===== config.mk =====
export PLATFORM = sky130hd
export DESIGN_NAME = shift_divider_seq
export DESIGN_NICKNAME = d
export VERILOG_FILES = /design/src/rtl/shift_divider_seq.sv
export SDC_FILE = /design/constraint.sdc
export NUM_CORES = 1
export LEC_CHECK = 0
export BUFFER_PORTS_ARGS = -buffer_cell sky130_fd_sc_hd__buf_2
export CAP_MARGIN = 20
export CORE_MARGIN = 8
export CORE_UTILIZATION = 45
export CTS_CLUSTER_DIAMETER = 150
export CTS_CLUSTER_SIZE = 20
export DETAILED_ROUTE_END_ITERATION = 10
export GPL_ROUTABILITY_DRIVEN = 1
export PLACE_DENSITY = 0.74
export RECOVER_POWER = 100
export SYNTH_ARGS = -nofsm -noshare
export SYNTH_HDL_FRONTEND = slang
export SYNTH_SLANG_ARGS = --single-unit

===== constraint.sdc =====
create_clock -name clk -period 2.8 [get_ports clk]
set_clock_uncertainty 0.05 [all_clocks]
set_input_delay 0.28 -clock clk [delete_from_list [all_inputs] [get_ports clk]]
set_output_delay 0.28 -clock clk [all_outputs]
set_load 0.01 [all_outputs]

===== src/rtl/shift_divider_seq.sv =====
// rtl/shift_divider_seq.sv - sequential signed restoring divider, one quotient bit per clock
module shift_divider_seq #(
    parameter int WIDTH = 4
) (
    input  logic             clk,
    input  logic             rst_n,
    input  logic             start,
    input  logic [WIDTH-1:0] dividend,
    input  logic [WIDTH-1:0] divisor,
    output logic             busy,
    output logic             done,
    output logic [WIDTH-1:0] quotient,
    output logic [WIDTH-1:0] remainder,
    output logic             div_by_zero,
    output logic             overflow
);

    localparam int CW = $clog2(WIDTH + 1);

    typedef enum logic [1:0] {
        IDLE = 2'd0,
        CALC = 2'd1,
        DONE = 2'd2
    } state_t;

    state_t           state;
    logic             sign_dd;
    logic             sign_dv;
    logic             dbz_pend;
    logic             ovf_pend;
    logic [WIDTH-1:0] dd_mag;     // dividend magnitude; quotient bits shift in from the right
    logic [WIDTH-1:0] dv_mag;
    logic [WIDTH:0]   rem;        // one extra bit so the trial subtraction sign is visible
    logic [CW-1:0]    cnt;

    logic [WIDTH-1:0] dividend_abs;
    logic [WIDTH-1:0] divisor_abs;
    logic [WIDTH:0]   shifted;
    logic [WIDTH:0]   trial;
    logic [WIDTH-1:0] q_signed;
    logic [WIDTH-1:0] r_signed;
    logic             start_ovf;

    // Operand magnitudes, one restoring step, and sign application of the final magnitudes
    always_comb begin
        dividend_abs = dividend[WIDTH-1] ? (~dividend + 1'b1) : dividend;
        divisor_abs  = divisor[WIDTH-1]  ? (~divisor + 1'b1)  : divisor;
        shifted      = {rem[WIDTH-1:0], dd_mag[WIDTH-1]};
        trial        = shifted - {1'b0, dv_mag};
        q_signed     = (sign_dd ^ sign_dv) ? (~dd_mag + 1'b1) : dd_mag;
        r_signed     = sign_dd ? (~rem[WIDTH-1:0] + 1'b1) : rem[WIDTH-1:0];
        // most-negative / -1 is the only pair whose true quotient does not fit
        start_ovf    = (dividend == {1'b1, {(WIDTH-1){1'b0}}}) && (divisor == {WIDTH{1'b1}});
    end

    // Control FSM, datapath iteration and registered result outputs
    always_ff @(posedge clk or negedge rst_n) begin
        if (!rst_n) begin
            state       <= IDLE;
            busy        <= 1'b0;
            done        <= 1'b0;
            quotient    <= '0;
            remainder   <= '0;
            div_by_zero <= 1'b0;
            overflow    <= 1'b0;
            sign_dd     <= 1'b0;
            sign_dv     <= 1'b0;
            dbz_pend    <= 1'b0;
            ovf_pend    <= 1'b0;
            dd_mag      <= '0;
            dv_mag      <= '0;
            rem         <= '0;
            cnt         <= '0;
        end else begin
            unique case (state)
                IDLE, DONE: begin
                    done <= 1'b0;
                    if (start) begin
                        sign_dd  <= dividend[WIDTH-1];
                        sign_dv  <= divisor[WIDTH-1];
                        dd_mag   <= dividend_abs;
                        dv_mag   <= divisor_abs;
                        dbz_pend <= (divisor == '0);
                        ovf_pend <= start_ovf;
                        rem      <= '0;
                        cnt      <= '0;
                        busy     <= 1'b1;
                        state    <= CALC;
                    end else begin
                        busy  <= 1'b0;
                        state <= IDLE;
                    end
                end
                CALC: begin
                    if (cnt != CW'(WIDTH)) begin
                        if (!trial[WIDTH]) begin
                            rem    <= trial;
                            dd_mag <= {dd_mag[WIDTH-2:0], 1'b1};
                        end else begin
                            rem    <= shifted;
                            dd_mag <= {dd_mag[WIDTH-2:0], 1'b0};
                        end
                        cnt <= cnt + 1'b1;
                    end else begin
                        // a zero divisor leaves the dividend magnitude in rem, so r_signed is the dividend
                        quotient    <= dbz_pend ? {WIDTH{1'b1}} : q_signed;
                        remainder   <= r_signed;
                        div_by_zero <= dbz_pend;
                        overflow    <= ovf_pend;
                        done        <= 1'b1;
                        busy        <= 1'b0;
                        state       <= DONE;
                    end
                end
                default: begin
                    busy  <= 1'b0;
                    done  <= 1'b0;
                    state <= IDLE;
                end
            endcase
        end
    end

endmodule


==> flow_summary.json, run 1 <==
{
  "start_kind": "flip-flop",
  "numCtsBuffers": 5,
  "arrival_ps": 2560,
  "synthAdderAreaFrac_pct": 9.27,
  "clk_latency_ps": 290,
  "synthDistinctLibCells": 29,
  "rrSetupSlack_ps": 400,
  "ir_worst_vdd_mv": 0.593,
  "synth-simple-area-share_pct": 16.6,
  "cts_resized": 0,
  "clock-root-buffer": "clkbuf_8",
  "final_cell_mix": "nand2_1 (32), dfrtp_1 (32), o21ai_0 (21)",
  "start_util_pct": 46.4,
  "clk_path_buf_depth": 2,
  "dr.pass1.iters": 5,
  "yosys.area.top_type_share_pct": 47.1,
  "layout_min_cycle_time_ps": 2400,
  "drive_gt1_share_pct": 10.2,
  "rr_worst_depth": 8,
  "area_growth_pct": 12.3,
  "wl_per_cell_um": 13.3,
  "wirelength_um": 3390,
  "status": "finished, violations left",
  "rsz0062_at_grt": "no",
  "finalPower_uw": 2320,
  "end_kind": "flip-flop",
  "setup_slack_ps": 400,
  "seq_area_frac_synth_pct": 47.1,
  "finalSetupViolations": 0,
  "synth_edf_count": 0,
  "syn_nets": 202,
  "critical_path.max_stage_delay_ps": 430,
  "hold_path_startpoint": "dividend[3]",
  "fmaxAchievable_ghz": 0.417,
  "via_per_inst": 4.92,
  "yosys-top-cells-area": "dfrtp_1 (47%), ha_1 (8.1%), nand2_1 (7.1%)",
  "postRouteAntennaNets": 0,
  "maxCapViolCount": 1,
  "fin_nets": 228,
  "fp.dieH_um": 77.5,
  "critical-path-top-delay-family": "adder cells",
  "cts_tree": "built",
  "grt_pass1_wl_um": 6080,
  "grt-ovfl-total": 0,
  "grt_start_max_net_pins": 33,
  "hold_class": "in2reg",
  "synth_xor_area_share_pct": 6.11,
  "reg2reg_to": "rem[1]",
  "clk_pin_slew_worst_paths_ps": 70,
  "pwr_density_cell_nw_per_um2": 1210,
  "first_global_vias": 1350,
  "hpwl_um": 2570,
  "fin_crit_sh_pct": 85.7,
  "h-tree-depth": 2,
  "core_um2": 3660,
  "worstHoldPathCells": 3,
  "critical_path_required_ps": 2960,
  "placementRows": 22,
  "hold_violations": 0,
  "yosys.area.top_type": "dfrtp_1",
  "synth-compound-area-share_pct": 10.8,
  "yosys_warnings": 0,
  "netlist_area_um2": 1700,
  "leakage_uw": 0.000928,
  "place_congestion": 0.928,
  "slew_viol_final": 33,
  "drt_iter0_drc": 61,
  "grt_antenna_before_repair": 0,
  "muxShareOfSynthArea_pct": 5.59,
  "dp_slack_ps": 526,
  "worst-slew-pin-transition_ps": 1680,
  "route.detailed.drc": 0,
  "crit_fanout": 5,
  "antennaDiodeCount": 0,
  "dieArea_um2": 6000,
  "grt_use_total_pct": 12.5,
  "cp_num_buf_inv": 1,
  "violations": "max-capacitance violations, max-slew violations",
  "syn_avg_cell_area_um2": 9.50,
  "post_cts_buffers": 0,
  "slowest_stage": "xor2_1",
  "num_vias": 1249,
  "cts_hold_buf": 0,
  "io_buffer_count": 22,
  "synth-async-reset-ratio_pct": 100,
  "ios": 23,
  "cp_cell_sequence": "inv_1 -> ha_1 -> fa_1 -> nand2b_1 -> a21oi_1 -> xor2_1 -> mux2_2 -> o22ai_1",
  "synth_top_family_by_area": "simple AND/OR/NAND/NOR gates",
  "die_w_um": 77.5,
  "holdPathEnd": "sign_dd",
  "cts_num_sinks": 32,
  "r2r-start": "dd_mag[3]",
  "setup_tns_ps": 0,
  "synthCells": 179,
  "synth_seq_cells": 32,
  "critPathKind": "reg2reg",
  "fill_cells": 353,
  "ys.flop_type": "dfrtp_1",
  "slew_headroom_pct": -11.8
}
[flip-flops by register name (all words and copies together) (netlist names)]
name         cells
rem              4
remainder        4
quotient         4
div_by_zero      1
overflow         1
dbz_pend         1
sign_dv          1
cnt              3
dd_mag           4
ovf_pend         1
sign_dd          1
busy             1
state            1
done             1
dv_mag           4
[area by class of cell]
class	count	area [um2]	share of cell area [%]
Sequential cell	32	801	41.9
Inverter	16	60.1	3.15
Timing Repair Buffer	23	97.6	5.11
Tap cell	48	60.1	3.15
Multi-Input combinational cell	127	798	41.8
Clock inverter	2	10.0	0.524
Clock buffer	6	82.6	4.33
[cells by family after synthesis]
kind of cell / after synthesis
DFF: 32
and+or+nand+nor: 62
buffers and inverters: 20
muxes: 9
AOI/OAI and AO/OA: 33
adders and majority gates: 12
xor gates and xnor gates: 11
[per-stage QoR]
step / utilization, % / instances / hold slack [ps] / cell area, um2
4_1_cts: 53.3 / 254 / 9.38 / 1950
3_5_place_dp: 50.8 / 246 / 319 / 1860
5_1_grt: 52.2 / 254 / 236 / 1910
3_3_place_gp: 50.8 / 246 / 321 / 1860
2_1_floorplan: - / 179 / -65.6 / 1700
6_report: 52.2 / 254 / 204 / 1910
[metal layers]
layer  vias up  part of all wire, %  track usage [%]
li1        645                    -                -
met1       569                   48             14.6
met2        29                   44             19.9
met3         6                  6.0             5.30
met4         0                  1.2             4.53
met5         -                    0                0
[Yosys cell counts, types with 2 or more instances]
cell type and count:
xnor2_1 6, nor2b_1 4, nand2b_1 4, mux2i_1 5
buf_2 2, nand2_1 32, clkbuf_1 2, xor2_1 4
o31ai_1 3, ha_1 11, a211oi_1 2, inv_1 16
dfrtp_1 32, o22ai_1 2, a21oi_1 4, mux2_2 4
o21ai_0 21, nor2_1 14
[where the power goes]
part	switching, uW	leakage (uW)	internal (uW)
sequential	155	0.000405	663
clock	169	0.0000510	196
combinational	653	0.000472	483
total	976	0.000928	1340
[how the worst max path moves through the flow]
stage               from  endpoint  cells past startpoint
2_1_floorplan  dd_mag[3]    rem[0]                      8
3_3_place_gp   dd_mag[3]    rem[0]                      8
3_5_place_dp   dd_mag[3]    rem[1]                      8
4_1_cts        dd_mag[3]    rem[1]                      8
5_1_grt        dd_mag[3]    rem[1]                      8
6_report       dd_mag[3]    rem[1]                      8
[worst min-delay path: cells and delay by family]
kind / cells / cell delay, ps
buffers and inverters: 1 / 120
and+or+nand+nor: 2 / 100
No activity file was read; power rests on OpenSTA's default activity.
==> inputs of run 2 (changes only) <==
--- a/config.mk
+++ b/config.mk
@@ -5,15 +5,16 @@
 export SDC_FILE = /design/constraint.sdc
 export NUM_CORES = 1
 export LEC_CHECK = 0
-export BUFFER_PORTS_ARGS = -buffer_cell sky130_fd_sc_hd__buf_2
+export ABC_CLOCK_PERIOD_IN_PS = 2080
 export CAP_MARGIN = 20
 export CORE_MARGIN = 8
 export CORE_UTILIZATION = 45
 export CTS_CLUSTER_DIAMETER = 150
 export CTS_CLUSTER_SIZE = 20
 export DETAILED_ROUTE_END_ITERATION = 10
+export DONT_BUFFER_PORTS = 1
 export GPL_ROUTABILITY_DRIVEN = 1
-export PLACE_DENSITY = 0.74
+export PLACE_DENSITY = 0.71
 export RECOVER_POWER = 100
 export SYNTH_ARGS = -nofsm -noshare
 export SYNTH_HDL_FRONTEND = slang
==> constraint.sdc (replaced) <==
create_clock -name clk -period 2.08 [get_ports clk]
set_clock_uncertainty 0.05 [all_clocks]
set_input_delay 0.208 -clock clk [delete_from_list [all_inputs] [get_ports clk]]
set_output_delay 0.208 -clock clk [all_outputs]
set_load 0.01 [all_outputs]
==> flow_summary.json, run 2 (synthesized netlist as in run 1, its figures left out) <==
{
  "status": "finished, violations left",
  "violations": "negative setup slack",
  "grt-ovfl-total": 0,
  "hpwl_um": 2740,
  "maxCapViolCount": 0,
  "hold_violations": 0,
  "numCtsBuffers": 5,
  "worst-slew-pin-transition_ps": 1390,
  "core_um2": 3660,
  "wl_per_cell_um": 15.0,
  "hold_class": "in2reg",
  "drt_iter0_drc": 64,
  "dr.pass1.iters": 4,
  "start_util_pct": 46.4,
  "final_cell_mix": "nand2_1 (32), dfrtp_1 (32), o21ai_0 (20)",
  "cts_tree": "built",
  "end_kind": "flip-flop",
  "via_per_inst": 5.15,
  "num_vias": 1257,
  "area_growth_pct": 17.1,
  "drive_gt1_share_pct": 12.8,
  "setup_slack_ps": -29.3,
  "rsz0062_at_grt": "yes",
  "place_congestion": 0.795,
  "grt_use_total_pct": 12.7,
  "antennaDiodeCount": 0,
  "clk_pin_slew_worst_paths_ps": 60,
  "clk_path_buf_depth": 2,
  "fin_nets": 218,
  "grt_antenna_before_repair": 0,
  "critical_path_required_ps": 2220,
  "stdcell_count": 244,
  "clock-root-buffer": "clkbuf_8",
  "placementRows": 22,
  "fmaxAchievable_ghz": 0.474,
  "grt_start_max_net_pins": 33,
  "route.detailed.drc": 0,
  "slew_viol_final": 0,
  "slew_headroom_pct": 7.19,
  "crit_fanout": 4,
  "critPathKind": "reg2reg",
  "critical_path.max_stage_delay_ps": 390,
  "dieArea_um2": 6000,
  "cts_num_sinks": 32,
  "cp_cell_sequence": "ha_2 -> fa_2 -> nand2b_4 -> a21oi_4 -> xor2_4 -> mux2_4 -> o22ai_1",
  "finalSetupViolations": 3,
  "slowest_stage": "dfrtp_1",
  "h-tree-depth": 2,
  "ir_worst_vdd_mv": 0.872,
  "die_w_um": 77.5,
  "io_buffer_count": 0,
  "clk_latency_ps": 280,
  "start_kind": "flip-flop",
  "fp.dieH_um": 77.5,
  "pwr_density_cell_nw_per_um2": 1790,
  "fin_crit_sh_pct": 101,
  "postRouteAntennaNets": 0,
  "leakage_uw": 0.000963,
  "setup_tns_ps": -45.8,
  "grt_pass1_wl_um": 6200,
  "ios": 23,
  "first_global_vias": 1305,
  "arrival_ps": 2250,
  "layout_min_cycle_time_ps": 2110,
  "dp.cells": 230,
  "wirelength_um": 3660
}
run 2: changes by cell type in the layout (fill, tap and decap cells not counted), sizes merged:
cell	before	now
clkinv	2	1
buf	9	8
dlygate4sd3	0	3
bufinv	0	1
clkbuf	20	7
dlymetal6s2s	0	1
run 2: critical path, delay by kind of cell, from the launching register on:
kind                       cells  cell delay, ps
adders and majority gates      2             530
muxes                          1             320
AOI/OAI and AO/OA              2             350
DFF                            1             390
and+or+nand+nor                1             160
xor gates and xnor gates       1             240
run 2: layer usage:
metal / wire (um) / up-vias / track usage, %
met5: 0 / - / 0
met4: 48 / 0 / 5.66
met2: 1870 / 34 / 21.2
met3: 209 / 6 / 3.69
met1: 1540 / 599 / 14.9
li1: - / 618 / -
run 2: final cells by class:
class                   instances  area, um2
fillers                       344       1670
multi-input cells             127        853
flip-flops and latches         32        801
repair buffers                 13        110
clock buffers                   6       72.6
inverters                      16       60.1
well taps                      48       60.1
clock inverters                 2       35.0
run 2: worst paths after layout:
kind | from | end | slack (ps) | cells past startpoint
hold / removal | divisor[2] | ovf_pend | 40 | 2
setup reg to reg | dv_mag[0] | rem[0] | -30 | 7
min in group asynchronous | rst_n | cnt[0] | 800 | 2
setup / recovery | dv_mag[0] | rem[0] | -30 | 7
hold reg to reg | ovf_pend | ovf_pend | 440 | 2
max in group asynchronous | rst_n | remainder[0] | 370 | 2
run 2: per-stage QoR:
stage          hold slack [ps]  power, uW  area (um2)  utilization (%)  setup slack [ps]
3_3_place_gp              -137       2710        1810             49.4              43.0
5_1_grt                   63.9       3850        1990             54.4             -91.0
2_1_floorplan             -138       2370        1710                -             0.350
3_5_place_dp              -137       2820        1810             49.4             -62.0
6_report                  42.3       3570        1990             54.4             -29.3
4_1_cts                   42.1       3510        1990             54.4              24.2
run 2: what timing repair did:
| item | in CTS | in global routing |
|---|---|---|
| hold endpoints to repair | 34 | 0 |
| buffers inserted | 0 | 2 |
| pin swaps | 2 | 1 |
| resized for setup | 3 | 2 |
| endpoints found under the setup margin | 4 | 4 |
| hold buffers | 4 | 0 |
run 2: report_power, final:
group	total (uW)	switching (uW)	internal (uW)
logic	1830	936	890
registers	1170	277	893
clock network	571	216	355
total	3570	1430	2140
==> inputs of run 3 (changes only) <==
--- a/config.mk
+++ b/config.mk
@@ -8,13 +8,13 @@
 export ABC_CLOCK_PERIOD_IN_PS = 2080
 export CAP_MARGIN = 20
 export CORE_MARGIN = 8
-export CORE_UTILIZATION = 45
+export CORE_UTILIZATION = 48
 export CTS_CLUSTER_DIAMETER = 150
 export CTS_CLUSTER_SIZE = 20
 export DETAILED_ROUTE_END_ITERATION = 10
 export DONT_BUFFER_PORTS = 1
 export GPL_ROUTABILITY_DRIVEN = 1
-export PLACE_DENSITY = 0.71
+export PLACE_DENSITY = 0.74
 export RECOVER_POWER = 100
 export SYNTH_ARGS = -nofsm -noshare
 export SYNTH_HDL_FRONTEND = slang
==> flow_summary.json, run 3 (synthesized netlist as in run 1, its figures left out) <==
{
  "grt_antenna_before_repair": 0,
  "cts_num_sinks": 32,
  "power.internal_uw": 1940,
  "numCtsBuffers": 5,
  "first_global_vias": 1300,
  "fin_nets": 217,
  "dr.pass1.iters": 4,
  "status": "finished, final reports clean",
  "grt_start_max_net_pins": 33,
  "finalPower_uw": 3330,
  "cts_tree": "built",
  "hpwl_um": 2600,
  "via_per_inst": 5.17,
  "place_congestion": 0.820,
  "slew_viol_final": 0,
  "routed-wl-met3_um": 212,
  "postRouteAntennaNets": 0,
  "wirelength_um": 3460,
  "grt-ovfl-total": 0,
  "critical_path_required_ps": 2290,
  "pwr_density_cell_nw_per_um2": 1710,
  "p_comb_share_pct": 53.1,
  "swShare_pct": 41.7,
  "pwr-share-clk_pct": 12.0,
  "layout_min_cycle_time_ps": 2050,
  "leakage_uw": 0.000933,
  "met1_length_um": 1470,
  "fill_cells": 324,
  "start_kind": "flip-flop",
  "clk_pin_slew_worst_paths_ps": 100,
  "antennaDiodeCount": 0,
  "ir_worst_vdd_mv": 0.568,
  "fin_crit_sh_pct": 98.7,
  "rsz0062_at_grt": "yes",
  "setup_tns_ps": 0,
  "postLayoutCoreUtil_pct": 58.0,
  "area_growth_pct": 14.7,
  "grt_pass1_wl_um": 6010,
  "finalSetupViolations": 0,
  "fp.dieH_um": 75.5,
  "hold_class": "in2reg",
  "dieArea_um2": 5700,
  "routed.top_layer": "met4",
  "hold_violations": 0,
  "end_kind": "flip-flop",
  "seqPwrFrac_pct": 34.9,
  "wl_met2_um": 1680,
  "clk_path_buf_depth": 2,
  "start_util_pct": 50.6,
  "h-tree-depth": 2,
  "core_um2": 3360,
  "die_w_um": 75.5,
  "clock-root-buffer": "clkbuf_4",
  "drive_gt1_share_pct": 13.4,
  "clk_latency_ps": 330,
  "placementRows": 21,
  "wl_per_cell_um": 14.4,
  "arrival_ps": 2260,
  "critPathKind": "reg2reg",
  "final_cell_mix": "nand2_1 (32), dfrtp_1 (32), o21ai_0 (21)",
  "maxCapViolCount": 0,
  "grt_use_total_pct": 14.2,
  "slew_headroom_pct": 48.6,
  "num_vias": 1240,
  "route.detailed.drc": 0,
  "io_buffer_count": 0,
  "fmaxAchievable_ghz": 0.487,
  "drt_iter0_drc": 106,
  "power.switching_uw": 1390,
  "crit_fanout": 5,
  "ios": 23,
  "worst-slew-pin-transition_ps": 771
}
-- run 3: changes by cell type in the layout (fill, tap and decap cells not counted), moves of 2 or more --
| cell | before | now |
|---|---|---|
| o22ai_1 | 2 | 0 |
| dlygate4sd3_1 | 3 | 5 |
| clkbuf_8 | 5 | 2 |
| o22ai_2 | 0 | 2 |
| buf_4 | 7 | 4 |
| clkbuf_4 | 0 | 5 |
-- run 3: what timing repair did --
action,CTS,global route
endpoints found under the setup margin,3,2
gates resized for setup,2,5
pin swaps,2,0
endpoints found under the hold margin,37,0
hold buffers,6,0
buffers inserted,1,0
-- run 3: power groups by stage --
stage / logic, uW / registers [uW] / clock network, uW
6_report: 1770 / 1160 / 399
5_1_grt: 2010 / 1210 / 435
4_1_cts: 1700 / 1170 / 410
3_5_place_dp: 1570 / 1180 / 0
3_3_place_gp: 1500 / 1160 / 0
2_1_floorplan: 1260 / 1100 / 0
-- run 3: layer usage --
layer / up-vias / global-route usage, %
li1: 614 / -
met1: 587 / 16.2
met2: 29 / 23.0
met3: 10 / 4.47
met4: 0 / 7.89
met5: - / 0
-- run 3: metrics by stage --
stage / hold WS [ps] / setup slack [ps] / std cells / instance area (um2)
5_1_grt: 8.33 / -55.2 / 240 / 1950
3_3_place_gp: -137 / -15.8 / 226 / 1790
3_5_place_dp: -137 / -78.1 / 226 / 1790
2_1_floorplan: -138 / 0.350 / 179 / 1710
4_1_cts: 3.68 / 1.34 / 240 / 1940
6_report: 15.8 / 27.4 / 240 / 1950
-- run 3: worst paths after layout --
kind                            start     endpoint  slack (ps)  cells past startpoint
setup reg to reg            dv_mag[0]       rem[0]          30                      8
hold / removal             divisor[1]    dv_mag[3]          20                      3
max in group asynchronous       rst_n    dv_mag[3]        1060                      2
hold reg to reg             dv_mag[2]    dv_mag[2]         450                      2
min in group asynchronous       rst_n  div_by_zero         440                      2
setup / recovery            dv_mag[0]       rem[0]          30                      8
-- run 3: final cells by class --
| cell class | count | area [um2] | area share (%) |
|---|---|---|---|
| sequential | 32 | 801 | 41.1 |
| inverter | 16 | 60.1 | 3.08 |
| timing repair buffer | 12 | 100 | 5.13 |
| clock buffer | 7 | 65.1 | 3.34 |
| multi-input combinational | 127 | 867 | 44.5 |
| tap | 46 | 57.6 | 2.95 |
-- run 3: worst max-delay path, cell delays in order, from the launching register on --
cell and delay (ps):
dfrtp_1 420, ha_4 180, fa_2 340, nand2b_4 160, a21oi_4 130, xor2_2 150, buf_6 140, mux2_4 300
o22ai_2 110
